`src/rtl/uart_pkg.sv`:
```
// Shared definitions for the memory-mapped UART: register offsets, STAT bit
// positions and the TX/RX state encodings.
package uart_pkg;

    localparam logic [31:0] OFF_TXD  = 32'd0;
    localparam logic [31:0] OFF_RXD  = 32'd4;
    localparam logic [31:0] OFF_STAT = 32'd8;

    localparam int STAT_RX_VALID  = 0;
    localparam int STAT_TX_BUSY   = 1;
    localparam int STAT_FRAME_ERR = 2;
    localparam int STAT_OVERRUN   = 3;
    localparam int STAT_TX_ERR    = 4;
    localparam int STAT_TX_DONE   = 5;
    localparam int STAT_RX_IE     = 8;
    localparam int STAT_TX_IE     = 9;

    typedef enum logic [1:0] {
        TX_IDLE,
        TX_START,
        TX_DATA,
        TX_STOP
    } tx_state_e;

    typedef enum logic [1:0] {
        RX_IDLE,
        RX_START,
        RX_DATA,
        RX_STOP
    } rx_state_e;

endpackage

```
`src/rtl/uart_rx_core.sv`:
```
// 8N1 receiver: rx synchronizer, start-bit qualification and LSB-first shifter.
// Each completed frame yields one byte_valid pulse with the byte and stop level.
module uart_rx_core
    import uart_pkg::*;
#(
    parameter int BAUD_DIV = 10416
) (
    input  logic       clk,
    input  logic       reset,
    input  logic       rx,
    output logic [7:0] data,
    output logic       byte_valid,
    output logic       stop_ok
);

    localparam int CNT_W = $clog2(BAUD_DIV);
    localparam logic [CNT_W-1:0] CNT_LAST = CNT_W'(BAUD_DIV - 1);
    localparam logic [CNT_W-1:0] CNT_MID  = CNT_W'(BAUD_DIV / 2 - 1);

    rx_state_e        state, state_next;
    logic [2:0]       sync_q;
    logic [CNT_W-1:0] cnt;
    logic [2:0]       bit_cnt;
    logic [7:0]       shift_q;
    logic             rx_s, fall, tick, shift_en, done;

    // sync_q[1:0] is the two-flop synchronizer; sync_q[2] only delays it for edge detection.
    assign rx_s = sync_q[1];
    assign fall = sync_q[2] & ~sync_q[1];

    // NOTE: sequential state uses <= so every flop samples pre-edge values regardless of block order.
    always_ff @(posedge clk or negedge reset) begin
        if (!reset) sync_q <= 3'b111;
        else        sync_q <= {sync_q[1:0], rx};
    end

    always_ff @(posedge clk or negedge reset) begin
        if (!reset) state <= RX_IDLE;
        else        state <= state_next;
    end

    // NOTE: every always_comb output gets a default first so no path leaves it unassigned (no latch).
    always_comb begin
        state_next = state;
        case (state)
            RX_IDLE:  if (fall) state_next = RX_START;
            RX_START: if (tick) state_next = rx_s ? RX_IDLE : RX_DATA;
            RX_DATA:  if (tick && bit_cnt == 3'd7) state_next = RX_STOP;
            RX_STOP:  if (tick) state_next = RX_IDLE;
            default:  state_next = RX_IDLE;
        endcase
    end

    // Start bit is probed at mid-bit; every later sample is a full bit time on.
    always_comb begin
        tick     = 1'b0;
        shift_en = 1'b0;
        done     = 1'b0;
        case (state)
            RX_START: tick = (cnt == CNT_MID);
            RX_DATA: begin
                tick     = (cnt == CNT_LAST);
                shift_en = tick;
            end
            RX_STOP: begin
                tick = (cnt == CNT_LAST);
                done = tick;
            end
            default: ;
        endcase
    end

    always_ff @(posedge clk or negedge reset) begin
        if (!reset) begin
            cnt        <= '0;
            bit_cnt    <= '0;
            shift_q    <= '0;
            data       <= '0;
            byte_valid <= 1'b0;
            stop_ok    <= 1'b0;
        end else begin
            byte_valid <= done;
            if (state == RX_IDLE || state_next != state || cnt == CNT_LAST)
                cnt <= '0;
            else
                cnt <= cnt + CNT_W'(1);
            if (state == RX_IDLE)
                bit_cnt <= '0;
            else if (shift_en)
                bit_cnt <= bit_cnt + 3'd1;
            if (shift_en)
                shift_q <= {rx_s, shift_q[7:1]};
            if (done) begin
                data    <= shift_q;
                stop_ok <= rx_s;
            end
        end
    end

endmodule

```
`src/rtl/uart_mmio_port.sv`:
```
// Bus-side UART responder: TXD/RXD/STAT registers, 8N1 transmitter, flags and
// a level interrupt. Reads are combinational so loads complete in one cycle.
module uart_mmio_port
    import uart_pkg::*;
#(
    parameter int          BAUD_DIV = 10416,
    parameter logic [31:0] BASE     = 32'h4000_0018
) (
    input  logic        clk,
    input  logic        reset,
    input  logic        rd,
    input  logic        wr,
    input  logic [31:0] addr,
    input  logic [31:0] wdata,
    output logic [31:0] rdata,
    output logic        irq,
    input  logic        rx,
    output logic        tx
);

    localparam int CNT_W = $clog2(BAUD_DIV);
    localparam logic [CNT_W-1:0] CNT_LAST = CNT_W'(BAUD_DIV - 1);

    logic sel_txd, sel_rxd, sel_stat;
    logic txd_wr, rxd_rd, stat_wr;

    assign sel_txd  = (addr == BASE + OFF_TXD);
    assign sel_rxd  = (addr == BASE + OFF_RXD);
    assign sel_stat = (addr == BASE + OFF_STAT);
    assign txd_wr   = wr & sel_txd;
    assign rxd_rd   = rd & sel_rxd;
    assign stat_wr  = wr & sel_stat;

    logic unused_wdata;
    assign unused_wdata = ^wdata[31:10];

    // ---------------- transmitter ----------------
    tx_state_e        tx_state, tx_state_next;
    logic [CNT_W-1:0] tx_cnt;
    logic [2:0]       tx_bit;
    logic [7:0]       tx_byte;
    logic             tx_tick, tx_busy, tx_accept, tx_done_set, tx_err_set;

    always_ff @(posedge clk or negedge reset) begin
        if (!reset) tx_state <= TX_IDLE;
        else        tx_state <= tx_state_next;
    end

    always_comb begin
        tx_state_next = tx_state;
        case (tx_state)
            TX_IDLE:  if (txd_wr) tx_state_next = TX_START;
            TX_START: if (tx_tick) tx_state_next = TX_DATA;
            TX_DATA:  if (tx_tick && tx_bit == 3'd7) tx_state_next = TX_STOP;
            TX_STOP:  if (tx_tick) tx_state_next = TX_IDLE;
            default:  tx_state_next = TX_IDLE;
        endcase
    end

    always_comb begin
        tx          = 1'b1;
        tx_busy     = (tx_state != TX_IDLE);
        tx_tick     = tx_busy && (tx_cnt == CNT_LAST);
        tx_accept   = txd_wr && !tx_busy;
        tx_err_set  = txd_wr && tx_busy;
        tx_done_set = (tx_state == TX_STOP) && tx_tick;
        case (tx_state)
            TX_START: tx = 1'b0;
            TX_DATA:  tx = tx_byte[tx_bit];
            default:  tx = 1'b1;
        endcase
    end

    always_ff @(posedge clk or negedge reset) begin
        if (!reset) begin
            tx_cnt  <= '0;
            tx_bit  <= '0;
            tx_byte <= '0;
        end else begin
            if (tx_accept)
                tx_byte <= wdata[7:0];
            if (!tx_busy || tx_tick)
                tx_cnt <= '0;
            else
                tx_cnt <= tx_cnt + CNT_W'(1);
            if (!tx_busy)
                tx_bit <= '0;
            else if (tx_state == TX_DATA && tx_tick)
                tx_bit <= tx_bit + 3'd1;
        end
    end

    // ---------------- receiver ----------------
    logic [7:0] rx_byte;
    logic       rx_byte_valid, rx_stop_ok;

    uart_rx_core #(
        .BAUD_DIV (BAUD_DIV)
    ) u_rx (
        .clk        (clk),
        .reset      (reset),
        .rx         (rx),
        .data       (rx_byte),
        .byte_valid (rx_byte_valid),
        .stop_ok    (rx_stop_ok)
    );

    // ---------------- flags and enables ----------------
    logic [7:0] rx_data;
    logic       rx_valid, frame_err, overrun, tx_err, tx_done, rx_ie, tx_ie;

    // Hardware set terms are OR-ed after the clear term so a same-edge set beats W1C.
    always_ff @(posedge clk or negedge reset) begin
        if (!reset) begin
            rx_data   <= '0;
            rx_valid  <= 1'b0;
            frame_err <= 1'b0;
            overrun   <= 1'b0;
            tx_err    <= 1'b0;
            tx_done   <= 1'b0;
            rx_ie     <= 1'b0;
            tx_ie     <= 1'b0;
        end else begin
            if (rx_byte_valid) begin
                rx_data  <= rx_byte;
                rx_valid <= 1'b1;
            end else if (rxd_rd) begin
                rx_valid <= 1'b0;
            end
            overrun   <= (rx_byte_valid && rx_valid && !rxd_rd)
                         || (overrun && !(stat_wr && wdata[STAT_OVERRUN]));
            frame_err <= (rx_byte_valid && !rx_stop_ok)
                         || (frame_err && !(stat_wr && wdata[STAT_FRAME_ERR]));
            tx_err    <= tx_err_set  || (tx_err  && !(stat_wr && wdata[STAT_TX_ERR]));
            tx_done   <= tx_done_set || (tx_done && !(stat_wr && wdata[STAT_TX_DONE]));
            if (stat_wr) begin
                rx_ie <= wdata[STAT_RX_IE];
                tx_ie <= wdata[STAT_TX_IE];
            end
        end
    end

    logic [31:0] stat;

    always_comb begin
        stat                 = '0;
        stat[STAT_RX_VALID]  = rx_valid;
        stat[STAT_TX_BUSY]   = tx_busy;
        stat[STAT_FRAME_ERR] = frame_err;
        stat[STAT_OVERRUN]   = overrun;
        stat[STAT_TX_ERR]    = tx_err;
        stat[STAT_TX_DONE]   = tx_done;
        stat[STAT_RX_IE]     = rx_ie;
        stat[STAT_TX_IE]     = tx_ie;
    end

    // TXD is write-only and reads back as zero.
    always_comb begin
        rdata = '0;
        if (rd) begin
            if (sel_rxd)
                rdata = {24'd0, rx_data};
            else if (sel_stat)
                rdata = stat;
        end
    end

    assign irq = (rx_ie & rx_valid) | (tx_ie & tx_done);

endmodule

```
`config.mk`:
```
export PLATFORM = sky130hd
export DESIGN_NAME = uart_mmio_port
export DESIGN_NICKNAME = d
export VERILOG_FILES = /design/src/rtl/uart_pkg.sv /design/src/rtl/uart_rx_core.sv /design/src/rtl/uart_mmio_port.sv
export SDC_FILE = /design/constraint.sdc
export NUM_CORES = 1
export LEC_CHECK = 0
export CORE_ASPECT_RATIO = 2
export CORE_MARGIN = 8
export CORE_UTILIZATION = 28
export DETAILED_ROUTE_END_ITERATION = 7
export PLACE_DENSITY_LB_ADDON = 0.3
export SLEW_MARGIN = 0
export SYNTH_ARGS = -nofsm -noshare
export SYNTH_HDL_FRONTEND = slang
export SYNTH_HIERARCHICAL = 1
export SYNTH_SLANG_ARGS = --single-unit
```
`constraint.sdc`:
```
create_clock -name clk -period 6.6 [get_ports clk]
set_input_delay 1.65 -clock clk [delete_from_list [all_inputs] [get_ports clk]]
set_output_delay 1.65 -clock clk [all_outputs]
set_load 0.005 [all_outputs]
```
==> summary.txt, run 1 <==
Routing
  – Vias/cell: 4.66
  – Routed wire length: 9460 um
  – # DRC: 0
  – Post-DR wirelength/cell: 15.1 um
  – DRT Pass-1 Iters: 4
  – Initial drt markers: 68
  – Via Count: 2,914
  – Post-route ant nets: 0

Clock tree
  – Setup bufs post-CTS: 0
  – Post-CTS Hold Fix Bufs: 0
  – Root Buffer: clkbuf_16
  – Clock tree sinks: 82
  – Post_cts resized: 0
  – Clock Pin Slew Worst Setup and Hold Paths: 0.06 ns
  – Max clock buf depth: 2
  – CTS buffer count: 9
  – H-tree Lvls: 3
  – Clk_lat worst skew: 0.33 ns
  – TritonCTS clock tree: built

Placed design
  – Detail Placement HPWL: 7320 um
  – # port buffers: 58
  – Routability Congestion: 0.784

Floorplanning
  – Initial Util: 28.6%
  – Core ar.: 14,800 um^2
  – Die Wd: 103 um
  – Row count: 63
  – Die Y: 190 um
  – I/O Pins: 103
  – Full die area: 19,600 um^2

Logic synthesis
  – Post-Syn Instances: 366
  – Cell area after synthesis: 4240 um^2
  – EDFF count, synth: 0
  – Synth warn: 6
  – Synth Register Bits: 82
  – Sequential area share after synthesis: 48.5%
  – Asr flop ratio synth: 100%
  – Average cell area after synthesis: 11.6 um^2
  – Dominant synthesized flop cell: dfrtp_1
  – Distinct cells, synth: 59

STA
  – Clock skew: 0.00508 ns
  – FMAX: 0.179 GHz
  – Setup repair after global routing missed its margin: no
  – Final hold vios: 0
  – Max Slew Vio Count: 0
  – Period utilization: 84.5%
  – Fin Setup TNS: 0 ns
  – Worst slew pin tran: 1.04 ns
  – Worst slew margin: 30.6%
  – Worst hold slack: 0.356 ns
  – Final setup fails: 0
  – Post-layout minimum cycle time: 5.58 ns

Job
  – Max Cap Violations: 0

Setup path
  – Crit path max-delay cell type: clkdlybuf4s50_1
  – Setup CP Type: in2out
  – Slowest cell delay on critical path: 0.53 ns
  – Buf+Inv Stages, Crit Path: 3
  – Critical-path cell list: clkdlybuf4s50_1 -> nor4_1 -> nand4_1 -> nor4_1 -> buf_4 -> a22o_1 -> clkdlybuf4s50_1
  – Crit. End Element: output port
  – Startpoint types: input pin
  – CP delay by family, top: buffers and inverters
  – WP data arrival: 3.93 ns
  – Worst-path fanout max: 9
  – Worst path required time: 4.95 ns

Final layout
  – Fillers: 1,515
  – Final layout net count: 504
  – Area grow syn2layout: 24.1%
  – Ant diodes: 0
  – Multi-input gate area: 1970 um^2
  – Fraction of layout cells with a size suffix above 1: 14.9%
  – Register area: 2060 um^2

Power
  – LEAKAGE: 2.36 nW
  – VDD IR max: 0.000156 V
  – Pwr dens: 239 nW/um^2

Outcome
  – Status: finished, final reports clean

Global routing
  – Initial antenna violation count: 0
  – Grt ovf: 0
  – Vias in the first global route: 3,218
  – First-pass GRT wire length: 15,800 um
  – Total track usage: 10.2%
  – Largest net degree at the start of global routing: 83

Min path
  – Worst Hold Class: reg2reg
==> through the flow <==
step / cell area, um^2 / instances / worst slack, ns / total power, mW / util (%)
floorplan: 4320 / 387 / 1.79 / 0.641 / -
global placement: 4910 / 609 / 1.07 / 0.683 / 33.1
detailed placement: 4910 / 609 / 1.03 / 0.687 / 33.1
CTS: 5260 / 625 / 1.01 / 1.28 / 35.5
global route: 5260 / 625 / 0.745 / 1.31 / 35.5
finish: 5260 / 625 / 1.02 / 1.26 / 35.5
==> registers in the layout (all words and copies together) (netlist names) <==
register         count
frame_err            1
overrun              1
rx_data              8
rx_ie                1
rx_valid             1
tx_bit               3
tx_byte              8
tx_cnt              14
tx_done              1
tx_err               1
tx_ie                1
tx_state             2
u_rx/bit_cnt         3
u_rx/byte_valid      1
u_rx/cnt            14
u_rx/data            8
u_rx/shift_q         8
u_rx/state           2
u_rx/stop_ok         1
u_rx/sync_q          3
==> final cells by class <==
cell class | count | area share, %
sequential | 82 | 39.1
multi-input combinational | 258 | 37.4
timing repair buffer | 60 | 11.3
tap | 195 | 4.64
clock buffer | 9 | 4.28
clock inverter | 7 | 2.35
inverter | 14 | 0.999
==> Yosys cell counts (all sizes together), types with 2 or more instances <==
cell    number  share of area [%]
a22oi        2               0.35
mux2i        7                1.7
or3          6               0.89
and3         5               0.77
mux2        36                9.6
inv         14                1.2
nand4b       2               0.41
ha          10                3.0
or3b         2               0.41
nor2        33                4.5
nor4        11                2.0
a21o         2               0.35
xor2        16                3.3
nor3         2               0.24
nand3       12                1.7
mux4         2                1.1
nand2b       2               0.30
nand4       11                1.6
buf         29                5.4
a22o         9                1.9
nand2       15                1.3
and3b        2               0.41
nor4b        3               0.62
dfrtp       79                 47
and2         4               0.59
a21oi        6               0.71
clkbuf       4               0.35
xnor2        4               0.83
and4         7                1.6
nor3b        2               0.47
a32o         2               0.47
dfstp        3                1.9
or4b         2               0.56
o21ai       10                1.2
==> cells by family (layout without fill, tap and decap cells) <==
logic type / count (synthesis) / count (layout) / share of synthesized area (%)
adders and majority gates: 10 / 10 / 2.95
DFF: 82 / 82 / 48.5
buffers and inverters: 47 / 90 / 7.00
xor gates and xnor gates: 20 / 20 / 4.13
other: 1 / 22 / 0.0885
muxes: 45 / 45 / 12.3
and+or+nand+nor: 125 / 125 / 19.2
AOI/OAI and AO/OA: 36 / 36 / 5.87
==> layer usage <==
metal  GRT usage (%)  wire length (um)  up-vias
met5               0                 0        -
met4            5.16               307        0
met3            1.98               360       20
met2            19.7              5540       61
met1            9.69              3250     1455
li1                -                 -     1378
==> where the power goes <==
part	switching (mW)	internal [mW]
Combinational	0.0542	0.0600
Clock	0.208	0.373
Sequential	0.0375	0.525
==> worst register-to-register path, delay by kind of cell (launching register included) <==
kind	cells	cell delay, ns
flops	1	0.58
simple gates	4	1.73
==> cells in the final DEF (no fill, tap or decap), types with 5 or more instances in the layout <==
cell and count:
dfrtp_1 79, clkdlybuf4s50_1 57, nor2_1 23, conb_1 22, mux2_2 18, mux2_1 18, xor2_1 16, nand2_1 15
inv_1 13, nand3_1 11, nand4_1 11, nor4_1 10, ha_1 10, a22o_1 9, o21ai_0 9, clkbuf_16 9
nor2_4 8, mux2i_1 7, or3_1 6, a21oi_1 6, and4_1 5
==> final timing paths <==
kind / depth (start not counted) / end / slack [ns] / from
max: 7 / rdata[3] / 1.02 / addr[13]
max reg2reg: 4 / u_rx/cnt[2]$_DFF_PN0_ / 4.14 / u_rx/state[0]$_DFF_PN0_
min in group asynchronous: 1 / tx_byte[3]$_DFFE_PN0P_ / 1.51 / reset
min reg2reg: 0 / u_rx/sync_q[1]$_DFF_PN1_ / 0.36 / u_rx/sync_q[0]$_DFF_PN1_
min: 0 / u_rx/sync_q[1]$_DFF_PN1_ / 0.36 / u_rx/sync_q[0]$_DFF_PN1_
max in group asynchronous: 1 / u_rx/bit_cnt[1]$_DFFE_PN0P_ / 4.44 / reset
(Power assumes the default switching activity.)
==> run 2, diff against run 1 <==
- clock period: 6.6 -> 4.56 ns (I/O delays scaled with it)
==> run 2 against run 1 <==
  * Wire length up 2.6%
  * Clock-buffer cell count unchanged
  * Die area unchanged
  * Clock power is 39% higher
==> summary.txt, run 2 (synthesis gave the netlist of run 1 again) <==
Setup path
  – Startpoint types: input pin
  – Worst R2R Start: u_rx/state[0]$_DFF_PN0_
  – Reg2Reg Depth: 4 (unchanged)
  – Critical-path cell list: clkdlybuf4s50_1 -> nor4_4 -> nand3_2 -> nor4_4 -> buf_4 -> a22o_1 -> clkdlybuf4s50_1
  – Setup crit start: addr[16]
  – WP data arrival: 3.30 ns (-0.63 ns)
  – Crit path max-delay cell type: clkdlybuf4s50_1
  – R2r setup slk: 2.13 ns (-2.01 ns)
  – Worst-path fanout max: 5 (-4)
  – Worst path required time: 3.42 ns (-1.53 ns)
  – Setup CP Type: in2out
  – Crit. End Element: output port
  – Worst reg2reg endpoint: u_rx/cnt[2]$_DFF_PN0_
  – Slowest cell delay on critical path: 0.55 ns (+0.02 ns)

Final layout
  – Area grow syn2layout: 26.4%
  – Most common cell after layout, fill and taps aside: dfrtp_1
  – Final Util: 36.2% (+0.66 points)
  – Final layout net count: 508 (+0.79%)
  – Largest regs: tx_cnt: 14 flops, u_rx/cnt: 14 flops
  – Fraction of layout cells with a size suffix above 1: 18.0% (+3.1 points)
  – Commonest cells after routing, fill and taps aside: dfrtp_1 (79), clkdlybuf4s50_1 (57), nor2_1 (23)
  – Finished Layout Cells: 630 (+0.80%)
  – Fillers: 1,526 (+0.73%)

Global routing
  – Largest net degree at the start of global routing: 66 (-20%)
  – Total track usage: 10.4% (+0.13 points)
  – Initial antenna violation count: 1 (+1)
  – First-pass GRT wire length: 15,800 um (+0.26%)
  – Vias in the first global route: 3,200 (-0.56%)
  – Grt ovf: 0 (unchanged)

Floorplanning
  – Die Y: 190 um (unchanged)
  – Row count: 63 (unchanged)
  – Initial Util: 28.6% (unchanged)
  – I/O Pins: 103 (unchanged)
  – Core ar.: 14,800 um^2 (unchanged)
  – Die Wd: 103 um (unchanged)
  – Full die area: 19,600 um^2 (unchanged)

Clock tree
  – Clock tree sinks: 82 (unchanged)
  – TritonCTS clock tree: built
  – Clock Pin Slew Worst Setup and Hold Paths: 0.07 ns (about the same)
  – Root Buffer: clkbuf_16
  – Clk_lat worst skew: 0.34 ns (about the same)
  – H-tree Lvls: 3 (unchanged)
  – Setup bufs post-CTS: 0 (unchanged)
  – CTS buffer count: 9 (unchanged)
  – Max clock buf depth: 2 (unchanged)

STA
  – Period utilization: 97.4%
  – Setup repair after global routing missed its margin: no
  – Final setup fails: 0 (unchanged)
  – Max Slew Vio Count: 0 (unchanged)
  – Post-layout minimum cycle time: 4.44 ns
  – Final hold vios: 0 (unchanged)
  – FMAX: 0.225 GHz
  – Clock skew: 0.00977 ns (+0.00470 ns)
  – Worst slew margin: 34.3% (+3.7 points)
  – Worst slew pin tran: 0.985 ns (-0.0552 ns)

Min path
  – HP Start: u_rx/sync_q[0]$_DFF_PN1_
  – Hold path cells: 0 (unchanged)
  – Worst Hold Class: reg2reg
  – Hold Path End: u_rx/sync_q[1]$_DFF_PN1_

Routing
  – DRT Pass-1 Iters: 4 (unchanged)
  – Post-DR wirelength/cell: 15.4 um (+1.8%)
  – Routed wire length: 9700 um (+2.6%)
  – # DRC: 0 (unchanged)
  – Vias/cell: 4.67 (about the same)
  – Via Count: 2,939 (+0.86%)
  – Initial drt markers: 83 (+22%)
  – Post-route ant nets: 0 (unchanged)

Job
  – Max Cap Violations: 0 (unchanged)

Power
  – VDD IR max: 0.000264 V (+69%)
  – LEAKAGE: 2.40 nW (+1.4%)
  – Pwr dens: 334 nW/um^2 (+40%)

Placed design
  – # port buffers: 58 (unchanged)
  – Detail Placement HPWL: 7470 um (+2.1%)
  – Routability Congestion: 0.772 (-1.5%)
  – Placed Instances: 612 (+0.49%)

Outcome
  – Status: finished, final reports clean
run 2: changes by cell type in the layout (fill, tap and decap cells not counted), moves of 2 or more:
cell    change
inv_8       +2
nor4_4      +3
nor4_2      +4
buf_4       +3
nor4_1      -7
run 2: worst max-delay path, delay by kind of cell:
kind | cells | cell delay (ns)
simple gates | 3 | 0.83
compound gates | 1 | 0.13
buf+inv | 3 | 1.18
run 2: final cells by class:
type	instances	area (um^2)	share of cell area, %
Inverter	14	52.6	0.981
Antenna cell	1	2.50	0.0467
Sequential cell	82	2060	38.4
Multi-Input combinational cell	258	2050	38.3
Clock inverter	7	108	2.01
Clock buffer	9	225	4.20
Timing Repair Buffer	64	621	11.6
Tap cell	195	244	4.55
run 2: worst max-delay path by stage:
stage,end,slack [ns]
4_1_cts,rdata[0],0.06
3_3_place_gp,rdata[0],0.05
5_1_grt,rdata[2],0.02
6_report,rdata[0],0.12
3_5_place_dp,rdata[0],-0.009
2_1_floorplan,rdata[0],0.77
run 2: metal layers:
layer  part of all wire, %  routed length [um]  vias up  track usage, %
li1                      -                   -     1396               -
met2                    60                5790       42            20.2
met1                    35                3360     1487            9.76
met5                     0                   0        -               0
met3                   3.1                 303       14            1.68
met4                   2.5                 246        0            5.33
run 2: what timing repair did:
action / 4_1_cts / 5_1_grt
endpoints found under the setup margin: 1 / 10
cloned: 0 / 1
pin swaps: 0 / 3
hold buffers: 0 / 0
resized for setup: 2 / 12
run 2: stage by stage:
| stage | setup TNS, ns | hold WS (ns) | worst slack, ns | cell area, um^2 | total power, mW |
|---|---|---|---|---|---|
| 2_1_floorplan | 0 | 0.345 | 0.766 | 4320 | 0.927 |
| 3_3_place_gp | 0 | 0.347 | 0.0482 | 4930 | 0.991 |
| 3_5_place_dp | -0.00947 | 0.348 | -0.00947 | 4930 | 0.993 |
| 4_1_cts | 0 | 0.359 | 0.0575 | 5280 | 1.81 |
| 5_1_grt | 0 | 0.367 | 0.0182 | 5360 | 1.87 |
| 6_report | 0 | 0.358 | 0.118 | 5360 | 1.79 |
run 2: report_power, final:
| group | total, mW | internal (mW) | switching (mW) |
|---|---|---|---|
| registers | 0.812 | 0.760 | 0.0521 |
| logic | 0.171 | 0.0891 | 0.0819 |
| clock network | 0.806 | 0.491 | 0.315 |
| total | 1.79 | 1.34 | 0.449 |
==> run 3, diff against run 2 <==
- CORE_UTILIZATION: 28 -> 45
==> run 3 against run 2 <==
  * Register-to-register slack improved by 0.04 ns
  * Flip-flop and latch count stayed put
  * Combinational power hardly changed
  * Worst hold slack lost 0.0024 ns
  * Sequential share of layout area is 1.4 points higher
  * Via count shrank 0.27%
  * Clock-buffer cell count rose by 2
  * Final cell count is 15% lower
  * Core utilization rose by 20 points
  * Design area fell by 3.5%
  * Critical path type unchanged
  * Critical endpoint is now rdata[4]
  * Largest power group unchanged
  * Highest routed layer unchanged
==> summary.txt, run 3 (synthesis gave the netlist of run 1 again) <==
Min path
  – Hold path cells: 0 (unchanged)
  – Worst Hold Class: reg2reg

Setup path
  – Critical-path cell list: clkdlybuf4s50_1 -> nor4_4 -> nand4_1 -> nor4_2 -> buf_4 -> a22o_1 -> clkdlybuf4s50_1
  – Reg2Reg Depth: 4 (unchanged)
  – Startpoint types: input pin
  – Buf+Inv Stages, Crit Path: 3 (unchanged)
  – Slowest cell delay on critical path: 0.55 ns (about the same)
  – Setup CP Type: in2out
  – WP data arrival: 3.35 ns (+0.05 ns)
  – CP delay by family, top: buffers and inverters
  – Worst-path fanout max: 5 (unchanged)
  – Crit path max-delay cell type: clkdlybuf4s50_1
  – Worst path required time: 3.42 ns (about the same)
  – Cell mode on critical path: clkdlybuf4s50_1
  – Worst path depth: 7 (unchanged)
  – Crit. End Element: output port

Job
  – Max Cap Violations: 0 (unchanged)

Final layout
  – Final layout net count: 506 (-0.39%)
  – Commonest cells after routing, fill and taps aside: dfrtp_1 (79), clkdlybuf4s50_1 (57), nor2_1 (23)
  – Most common cell after layout, fill and taps aside: dfrtp_1
  – Area grow syn2layout: 22.0%
  – Fraction of layout cells with a size suffix above 1: 16.4% (-1.5 points)
  – Ant diodes: 0 (-1)
  – Finished Layout Cells: 536 (-15%)
  – Largest regs: tx_cnt: 14 flops, u_rx/cnt: 14 flops
  – Fillers: 820 (-46%)

Clock tree
  – CTS buffer count: 9 (unchanged)
  – Max clock buf depth: 2 (unchanged)
  – TritonCTS clock tree: built
  – H-tree Lvls: 3 (unchanged)
  – Clock tree sinks: 82 (unchanged)
  – Clock Pin Slew Worst Setup and Hold Paths: 0.06 ns (about the same)
  – Root Buffer: clkbuf_16
  – Setup bufs post-CTS: 0 (unchanged)
  – Clk_lat worst skew: 0.34 ns (about the same)

Routing
  – Initial drt markers: 146 (+76%)
  – Vias/cell: 5.47 (+17%)
  – Post-DR wirelength/cell: 17.3 um (+12%)
  – # DRC: 0 (unchanged)
  – Routed wire length: 9270 um (-4.4%)
  – Via Count: 2,931 (-0.27%)
  – Post-route ant nets: 0 (unchanged)
  – DRT Pass-1 Iters: 7 (+3)

Floorplanning
  – Core ar.: 9260 um^2 (-38%)
  – Die Wd: 84.6 um (-18%)
  – Die Y: 153 um (-19%)
  – Full die area: 13,000 um^2 (-34%)
  – I/O Pins: 103 (unchanged)
  – Initial Util: 45.8% (+17 points)
  – Row count: 50 (-21%)

STA
  – Post-layout minimum cycle time: 4.49 ns (+0.0462 ns)
  – Final setup fails: 0 (unchanged)
  – Worst slew margin: 31.7% (-2.7 points)
  – Setup repair after global routing missed its margin: no
  – Final hold vios: 0 (unchanged)
  – Worst slew pin tran: 1.02 ns (+0.0398 ns)
  – Period utilization: 98.4% (+1.0 points)
  – Max Slew Vio Count: 0 (unchanged)
  – Worst hold slack: 0.356 ns (-0.00239 ns)
  – Clock skew: 0.00627 ns (-0.00351 ns)
  – FMAX: 0.223 GHz (-1.0%)

Global routing
  – Grt ovf: 0 (unchanged)
  – Largest net degree at the start of global routing: 83 (+26%)
  – Total track usage: 14.8% (+4.5 points)
  – First-pass GRT wire length: 15,200 um (-4.1%)
  – Initial antenna violation count: 0 (-1)
  – Vias in the first global route: 3,157 (-1.3%)

Placed design
  – Detail Placement HPWL: 6980 um (-6.6%)
  – # port buffers: 58 (unchanged)
  – Placed Instances: 519 (-15%)
  – Routability Congestion: 0.776 (+0.58%)

Outcome
  – Status: finished, final reports clean

Power
  – Pwr dens: 331 nW/um^2 (-0.93%)
  – LEAKAGE: 2.36 nW (-1.6%)
  – VDD IR max: 0.000364 V (+38%)
[run 3: cell count changes in the layout (fill, tap and decap cells not counted), moves of 2 or more]
| cell | change |
|---|---|
| clkinv_4 | +3 |
| buf_4 | -2 |
| inv_6 | -2 |
| inv_8 | -2 |
[run 3: layer usage]
layer | global-route usage [%] | part of all wire, % | wire (um) | vias to the layer above
met1 | 13.5 | 34 | 3120 | 1451
li1 | - | - | - | 1386
met2 | 28.4 | 59 | 5450 | 73
met5 | 0 | 0 | 0 | -
met4 | 9.85 | 3.9 | 362 | 0
met3 | 2.63 | 3.6 | 337 | 21
[run 3: area by class of cell]
| type | instances | area, um^2 | area share (%) |
|---|---|---|---|
| Timing Repair Buffer | 62 | 606 | 11.7 |
| Sequential cell | 82 | 2060 | 39.8 |
| Tap cell | 104 | 130 | 2.52 |
| Clock inverter | 5 | 63.8 | 1.23 |
| Clock buffer | 11 | 243 | 4.69 |
| Inverter | 14 | 52.6 | 1.02 |
| Multi-Input combinational cell | 258 | 2020 | 39.1 |
[run 3: stage by stage]
stage / setup TNS, ns / utilization [%] / cell area, um^2 / setup slack (ns) / total power, mW
after global placement: 0 / 51.9 / 4800 / 0.0103 / 0.988
after floorplan: 0 / - / 4320 / 0.766 / 0.927
after global routing: 0 / 55.9 / 5170 / 0.00225 / 1.78
after detailed placement: -0.0217 / 51.9 / 4800 / -0.0158 / 0.995
after CTS: 0 / 55.9 / 5170 / 0.0124 / 1.73
final: 0 / 55.9 / 5170 / 0.0722 / 1.71
[run 3: worst paths after layout]
path                                                to  slack [ns]                startpoint
max                                           rdata[4]        0.07                   addr[9]
min                           u_rx/sync_q[1]$_DFF_PN1_        0.36  u_rx/sync_q[0]$_DFF_PN1_
max reg2reg                      u_rx/cnt[2]$_DFF_PN0_        2.17   u_rx/state[0]$_DFF_PN0_
min reg2reg                   u_rx/sync_q[1]$_DFF_PN1_        0.36  u_rx/sync_q[0]$_DFF_PN1_
max in group asynchronous  u_rx/bit_cnt[2]$_DFFE_PN0P_        2.92                     reset
min in group asynchronous        u_rx/cnt[9]$_DFF_PN0_        0.98                     reset
[run 3: what timing repair did]
item | 4_1_cts | 5_1_grt
pin swaps | 1 | 1
hold buffers | 0 | 0
resized for setup | 9 | 0
cloned | 1 | 0
setup endpoints to repair | 6 | 10
hold endpoints to repair | 0 | 0
[run 3: report_power, final]
group | internal [mW] | switching (mW) | total (mW)
Sequential | 0.761 | 0.0541 | 0.815
Clock | 0.442 | 0.285 | 0.726
Combinational | 0.0885 | 0.0816 | 0.170
[run 3: worst register-to-register path, cell delays in order, from the launching register on]
cell     delay [ns]
dfrtp_1        0.57
or4b_4         0.53
nor4_4         0.21
or3_1          0.82
nor2_1         0.11
